[config.mk]
export PLATFORM = sky130hd
export DESIGN_NAME = pipe_scoreboard_hazard_unit
export DESIGN_NICKNAME = d
export VERILOG_FILES = /design/src/rtl/pipe_scoreboard_hazard_unit.sv
export SDC_FILE = /design/constraint.sdc
export NUM_CORES = 1
export LEC_CHECK = 0
export BUFFER_PORTS_ARGS = -buffer_cell sky130_fd_sc_hd__buf_2
export CORE_ASPECT_RATIO = 1.1
export CORE_UTILIZATION = 30
export DETAILED_ROUTE_END_ITERATION = 12
export PLACE_DENSITY = 0.46
export SYNTH_ARGS = -nofsm -noshare
export SYNTH_HDL_FRONTEND = slang
export SYNTH_SLANG_ARGS = --single-unit
[constraint.sdc]
create_clock -name clk -period 4.6 [get_ports clk]
set_input_delay 0.23 -clock clk [delete_from_list [all_inputs] [get_ports clk]]
set_output_delay 0.23 -clock clk [all_outputs]
set_load 0.05 [all_outputs]
[src/rtl/pipe_scoreboard_hazard_unit.sv]
// Scoreboard-based hazard unit and fetch/data memory-port arbiter for the shared-memory MIPS pipeline.
// Optional stall statistics counter enabled by defining HAZARD_STATS_EN.
module pipe_scoreboard_hazard_unit #(
  parameter int REG_COUNT   = 32,
  parameter int REG_ADDR_W  = 5,
  parameter int LOAD_LAT    = 1,
  parameter int ALU_LAT     = 0,
  parameter int EARLY_EXTRA = 1
) (
  input  logic                  clk,
  input  logic                  reset,
  input  logic                  waitrequest,
  input  logic                  issue_valid,
  input  logic [REG_ADDR_W-1:0] issue_rs,
  input  logic [REG_ADDR_W-1:0] issue_rt,
  input  logic                  issue_rs_used,
  input  logic                  issue_rt_used,
  input  logic                  issue_rs_early,
  input  logic                  issue_rt_early,
  input  logic [REG_ADDR_W-1:0] issue_dest,
  input  logic                  issue_dest_we,
  input  logic                  issue_is_load,
  input  logic                  mem_req,
  output logic                  pc_write,
  output logic                  if_id_write,
  output logic                  id_ex_bubble,
  output logic                  fetch_mem_sel,
  output logic                  if_id_valid,
  output logic                  hazard_stall,
  output logic [31:0]           stall_cycles
);

  localparam int LOAD_TOT = LOAD_LAT + EARLY_EXTRA;
  localparam int ALU_TOT  = ALU_LAT + EARLY_EXTRA;
  localparam int MAX_TOT  = (LOAD_TOT > ALU_TOT) ? LOAD_TOT : ALU_TOT;
  localparam int CNT_W    = (MAX_TOT < 1) ? 1 : $clog2(MAX_TOT + 1);

  localparam logic [CNT_W-1:0] LOAD_TOT_C = CNT_W'(LOAD_TOT);
  localparam logic [CNT_W-1:0] ALU_TOT_C  = CNT_W'(ALU_TOT);

  typedef enum logic [1:0] {
    FETCH   = 2'd0,
    DATA    = 2'd1,
    REFETCH = 2'd2
  } mem_state_t;

  mem_state_t       state;
  logic             prev_fetch;
  logic             freeze;
  logic             issue_fire;
  logic [CNT_W-1:0] cnt [1:REG_COUNT-1];
  logic [CNT_W-1:0] rs_cnt;
  logic [CNT_W-1:0] rt_cnt;
  logic             rs_hazard;
  logic             rt_hazard;

  // An ID-stage operand needs the value a full EARLY_EXTRA earlier than an EX-stage one.
  function automatic logic operand_hazard(input logic                  used,
                                          input logic                  early,
                                          input logic [REG_ADDR_W-1:0] addr,
                                          input logic [CNT_W-1:0]      c);
    logic hz;
    hz = 1'b0;
    if (used && (addr != '0)) begin
      if (early) hz = (c != '0);
      else       hz = (int'(c) > EARLY_EXTRA);
    end
    return hz;
  endfunction

  function automatic logic [31:0] sat_inc32(input logic [31:0] v);
    return (v == 32'hFFFF_FFFF) ? v : v + 32'd1;
  endfunction

  assign freeze = waitrequest;

  always_comb begin
    rs_cnt = '0;
    rt_cnt = '0;
    for (int r = 1; r < REG_COUNT; r++) begin
      if (issue_rs == REG_ADDR_W'(r)) rs_cnt = cnt[r];
      if (issue_rt == REG_ADDR_W'(r)) rt_cnt = cnt[r];
    end
  end

  assign rs_hazard    = operand_hazard(issue_rs_used, issue_rs_early, issue_rs, rs_cnt);
  assign rt_hazard    = operand_hazard(issue_rt_used, issue_rt_early, issue_rt, rt_cnt);
  assign hazard_stall = issue_valid & (rs_hazard | rt_hazard);

  assign issue_fire = issue_valid & issue_dest_we & (issue_dest != '0) & ~hazard_stall &
                      (state == FETCH) & ~freeze;

  assign pc_write      = ~freeze & ~hazard_stall & (state == FETCH) & ~mem_req;
  assign if_id_write   = pc_write;
  assign id_ex_bubble  = hazard_stall & ~freeze;
  assign fetch_mem_sel = (state != DATA);
  assign if_id_valid   = (state == FETCH) & ~freeze & prev_fetch;

  // Newest producer overwrites any pending count; all others count down to zero.
  always_ff @(posedge clk) begin
    if (reset) begin
      for (int r = 1; r < REG_COUNT; r++) cnt[r] <= '0;
    end else if (!freeze) begin
      for (int r = 1; r < REG_COUNT; r++) begin
        if (issue_fire && (issue_dest == REG_ADDR_W'(r)))
          cnt[r] <= issue_is_load ? LOAD_TOT_C : ALU_TOT_C;
        else if (cnt[r] != '0)
          cnt[r] <= cnt[r] - 1'b1;
      end
    end
  end

  always_ff @(posedge clk) begin
    if (reset) begin
      state      <= FETCH;
      prev_fetch <= 1'b0;
    end else begin
      prev_fetch <= (state == FETCH);
      if (!freeze) begin
        case (state)
          FETCH:   if (mem_req) state <= DATA;
          DATA:    state <= REFETCH;
          REFETCH: state <= FETCH;
          default: state <= FETCH;
        endcase
      end
    end
  end

`ifdef HAZARD_STATS_EN
  logic [31:0] stall_cnt;

  always_ff @(posedge clk) begin
    if (reset)                       stall_cnt <= '0;
    else if (!freeze && hazard_stall) stall_cnt <= sat_inc32(stall_cnt);
  end

  assign stall_cycles = stall_cnt;
`else
  assign stall_cycles = sat_inc32(32'hFFFF_FFFF) & 32'd0;
`endif

endmodule

==> impl_metrics.ini, run 1 <==
[logic_synthesis]
yosysTopAreaCell = edfxtp_1
synthMostInstantiatedCell = mux2i_1
ys_ff_latch = 65
synth.top_cells.by_count = mux2i_1 (78), inv_1 (77), edfxtp_1 (62), or3_1 (57), buf_4 (40)
synth.top_cells.by_area = edfxtp_1 (28%), mux2i_1 (12%), ha_1 (5.8%)
synthFlopType = edfxtp_1
synthesis.area_sq_um = 6670
synth_top_area_share_pct = 27.9
syn_inst = 744
yosysUniqueCellTypes = 78
synth_edf_count = 62
async_flop_share_pct = 0
synth_warnings = 0
avgSynthCellArea_sq_um = 8.97
ys_seq_area_share_pct = 28.8

[clock_network]
clk_pin_slew_ns = 0.06
cts_resized = 0
h-tree-depth = 3
clock-root-buffer = clkbuf_16
clockBufferDepth = 2
insertion_delay_ns = 0.35
ctsHoldBuffers = 0
cts_buffers = 9
cts_tree = done
cts_setup_buffers = 0
cts.sinks = 65

[routing]
wl_per_cell_um = 20.7
ant_nets = 0
vias = 5655
via_per_inst = 5.46
drt-initial-drc-count = 439
drc = 0
first_pass_iters = 5
routed_wl_um = 21400

[place]
gp_congestion = 0.870
port_buffers = 31
place_hpwl_um = 16000

[critical_path]
crit_required_ns = 4.37
path_max_fanout = 36
rr_startpoint = cnt[0][8]
endpoint_kind = output port
critPathCapture = if_id_write
start_kind = input pin
rrSetupSlack_ns = 1.27
cp.depth = 12
timing.critical_path.buf_inv = 3
critical_path_class = input pin to output port
path_cells = buf_2 > nand2b_1 > o221a_2 > o22ai_1 > a22oi_1 > a211oi_1 > o21ai_1 > a2bb2oi_4 > buf_4 > nor2b_2 > nor3b_1 > buf_2
r2r_cells = 10
cp_common_cell = buf_2
startpoint = issue_rs[1]
cpMaxStageDelayCell = a2bb2oi_4
critPathTopFamily = compound AO/OA/AOI/OAI gates
arrival_ns = 3.71
rr_endpoint = cnt[0][58]
max_stage_delay_ns = 0.65

[sta]
finalHoldViolations = 0
final.setup.tns_ns = 0
drv_slew = 0
finClkSkew_ns = 0.00839
worst_pin_slew_ns = 1.01
hold-worst-slack_ns = 0.229
finalCriticalPeriod_ns = 3.94
max_freq_ghz = 0.254
rsz0062_at_grt = false
relSlewSlack_pct = 32.4
setup_viol = 0
fin_crit_sh_pct = 85.6

[floorplanning]
dieWidth_um = 144
num_io_pins = 64
initial_core_util_pct = 30.9
die_area_sq_um = 22800
die_h_um = 158
rows = 56
design.core.area_sq_um = 21600

[pwr]
power.density_nw_per_um2 = 303
vdd_drop_max_mv = 0.177
p_leak_nw = 2.92

[run]
cap_violations = 0

[layout]
final-seq-area_sq_um = 1920
synthToLayoutAreaGrowth_pct = 6.92
multi_input_area_sq_um = 4040
num-nets-final = 797
nFillCells = 2321
n_antenna_cell = 0
drive_above_1_share_pct = 14.5

[outcome]
run_status = finished clean

[worst_hold_path]
hold_path_class = input pin to flip-flop
min_delay_path_depth = 3

[grt]
grt_util_met1_pct = 25.6
top_usage_layer = met2
grt_max_degree = 56
grt_first_pass_wirelength_um = 32800
grt_pass1_vias = 5372
grt_overflow = 0
met2_usage_pct = 32.6
grt_use_met3_pct = 2.11
grt_usage_pct = 19.7
grt_antenna_before_repair = 0
-- worst min-delay path by stage --
stage	from	to
6_report	waitrequest	state[1]
3_5_place_dp	state[1]	state[1]
3_3_place_gp	state[1]	state[1]
5_1_grt	waitrequest	state[1]
4_1_cts	waitrequest	state[1]
2_1_floorplan	state[1]	prev_fetch
-- registers in the layout, indices dropped and copies added (netlist names) --
name and cells:
cnt 62, state 2, prev_fetch 1
-- power breakdown --
group / leakage, nW / switching (mW) / internal, mW
Sequential: 0.676 / 0.0923 / 0.739
Clock: 0.151 / 0.282 / 0.463
Combinational: 2.09 / 0.386 / 0.197
Total: 2.92 / 0.759 / 1.40
-- layout by cell type (no fill, tap or decap), types with 6 or more instances in the layout --
master | Yosys | final
o31a_1 | 8 | 8
nor2b_1 | 10 | 9
conb_1 | 1 | 32
buf_2 | 12 | 31
nand2_1 | 23 | 22
or3_1 | 57 | 57
nand3_2 | 24 | 24
ha_1 | 31 | 31
nand3_1 | 19 | 19
o211ai_1 | 10 | 10
mux2i_1 | 78 | 78
o22ai_1 | 10 | 10
nand2b_1 | 20 | 20
a211oi_1 | 6 | 6
nor2_1 | 31 | 31
inv_1 | 77 | 77
o21ai_0 | 21 | 21
a31oi_1 | 27 | 27
nor3b_1 | 6 | 6
a21oi_1 | 23 | 23
buf_4 | 40 | 6
clkbuf_16 | 0 | 9
nor3_1 | 14 | 14
edfxtp_1 | 62 | 62
-- cells by family after synthesis --
kind of cell             count (synthesis)  synth area share (%)
multiplexers                            82                  12.4
adder cells (fa/ha/maj)                 31                  5.81
AO/OA/AOI/OAI                          160                  17.4
buffers and inverters                  162                  12.6
flip-flops                              65                  28.8
other                                    1                0.0562
AND/OR/NAND/NOR                        243                  23.0
-- worst min-delay path, stage by stage --
cell and delay, ns:
buf_2 0.16, nand2_1 0.09, a21oi_1 0.05
-- metal layers --
metal  wire (um)  up-vias
met1        9570     2727
li1            -     2697
met4         724        0
met2       10300      190
met3         848       41
met5           0        -
-- layout make-up --
type	count	share of cell area [%]
Clock buffer	12	3.74
Sequential cell	65	26.9
Multi-Input combinational cell	548	56.6
Clock inverter	4	0.702
Tap cell	290	5.09
Timing Repair Buffer	37	2.81
Inverter	79	4.16
-- metrics by stage --
stage | setup slack (ns) | util (%) | cells | instance area [sq um] | total power, mW
after floorplan | 0.812 | - | 775 | 6790 | 1.28
after global placement | 0.739 | 31.6 | 1019 | 6820 | 1.42
after detailed placement | 0.728 | 31.6 | 1019 | 6820 | 1.42
after CTS | 0.736 | 33.1 | 1035 | 7130 | 2.17
after global routing | 0.406 | 33.1 | 1035 | 7130 | 2.27
final | 0.661 | 33.1 | 1035 | 7130 | 2.16
(Power assumes the default switching activity.)
==> run 2: changes to the inputs <==
Settings changed: RECOVER_POWER from default to 25.
==> impl_metrics.ini, run 2 (same netlist as run 1, synthesis figures left out) <==
[outcome]
run_status = finished clean

[layout]
num-nets-final = 797
final_util_pct = 32.7
finalInstanceArea_sq_um = 7060
synthToLayoutAreaGrowth_pct = 5.76
n_antenna_cell = 0
largest_reg_flops = 62
top_register = cnt
drive_above_1_share_pct = 12.2
top_regs = cnt (62), state (2), prev_fetch (1)
layout_commonest_cell = mux2i_1
finalNonFillerCells = 1035
final_cell_mix = mux2i_1 (78), inv_1 (77), edfxtp_1 (62), or3_1 (57), conb_1 (32)

[clock_network]
cts_buffers = 9
insertion_delay_ns = 0.35
cts_tree = done
clk_pin_slew_ns = 0.06
cts_resized = 0
clockBufferDepth = 2
clock-root-buffer = clkbuf_16
h-tree-depth = 3
cts.sinks = 65
cts_setup_buffers = 0
ctsHoldBuffers = 0

[sta]
finalHoldViolations = 0
worst_pin_slew_ns = 1.00
final.setup.tns_ns = 0
relSlewSlack_pct = 32.8
hold-worst-slack_ns = 0.229
finalCriticalPeriod_ns = 3.85
rsz0062_at_grt = false
finClkSkew_ns = 0.00758
layout_setup_ws_ns = 0.745
drv_slew = 0
setup_viol = 0
fin_crit_sh_pct = 83.8
max_freq_ghz = 0.259

[grt]
grt_usage_pct = 19.7
grt_first_pass_wirelength_um = 32800
grt_antenna_before_repair = 0
grt_pass1_vias = 5372
grt_overflow = 0
grt_max_degree = 56

[critical_path]
endpoint_kind = output port
rr_startpoint = cnt[0][11]
rr_endpoint = cnt[0][53]
r2r_cells = 9
crit_required_ns = 4.37
max_stage_delay_ns = 0.56
arrival_ns = 3.62
startpoint = issue_rs[1]
cpMaxStageDelayCell = a2bb2oi_4
critical_path_class = input pin to output port
critPathCapture = if_id_write
start_kind = input pin
rrSetupSlack_ns = 1.31
path_max_fanout = 36
path_cells = buf_2 > nand2b_1 > o221a_2 > o221ai_1 > a21oi_1 > nor3b_1 > o21ai_0 > a2bb2oi_4 > buf_4 > nor2b_2 > nor3b_1 > buf_2

[floorplanning]
rows = 56
initial_core_util_pct = 30.9
num_io_pins = 64
die_area_sq_um = 22800
dieWidth_um = 144
die_h_um = 158
design.core.area_sq_um = 21600

[routing]
routed_wl_um = 21500
drc = 0
drt-initial-drc-count = 460
ant_nets = 0
first_pass_iters = 7
wl_per_cell_um = 20.8
vias = 5641
via_per_inst = 5.45

[run]
cap_violations = 0

[worst_hold_path]
hold_path_class = input pin to flip-flop

[place]
dp.cells = 1019
gp_congestion = 0.870
post-place-ws_ns = 0.728
dpl_cell_area_sq_um = 6820
place_hpwl_um = 16000
port_buffers = 31

[pwr]
vdd_drop_max_mv = 0.176
p_leak_nw = 2.92
power_mw = 2.15
power.density_nw_per_um2 = 305
-- run 2: cell count changes in the layout (fill, tap and decap cells not counted) --
cell / change
and3_4: -3
o21ai_0: +1
o21ai_1: -1
clkbuf_1: +2
and3_1: +3
buf_2: -2
nand3_1: +12
nand3_2: -12
-- run 2: worst min path at each step --
stage                startpoint          to  slack (ns)  cells past startpoint
finish              waitrequest    state[1]        0.23                      3
global route        waitrequest    state[1]        0.24                      3
CTS                 waitrequest    state[1]        0.22                      3
detailed placement     state[1]    state[1]        0.50                      2
global placement       state[1]    state[1]        0.49                      2
floorplan              state[1]  prev_fetch        0.46                      1
-- run 2: worst max-delay path: cells and delay by family --
kind | cells | cell delay (ns)
AO/OA/AOI/OAI | 5 | 1.44
buffers and inverters | 3 | 1.13
AND/OR/NAND/NOR | 4 | 0.80
-- run 2: routing by layer --
metal	vias to the layer above	GRT usage (%)	wire, um
met1	2697	25.6	9480
li1	2700	-	-
met5	-	0	0
met4	0	9.07	640
met3	38	2.11	968
met2	206	32.6	10400
-- run 2: area by class of cell --
class	instances	area (sq um)
Clock buffer	12	267
Clock inverter	4	50.0
Fill cell	2332	14500
Inverter	79	297
Multi-Input combinational cell	548	3960
Sequential cell	65	1920
Tap cell	290	363
Timing Repair Buffer	37	198
-- run 2: report_power, final --
part | internal (mW) | switching (mW)
Sequential | 0.739 | 0.0922
Clock | 0.463 | 0.279
Combinational | 0.195 | 0.380
Total | 1.40 | 0.752
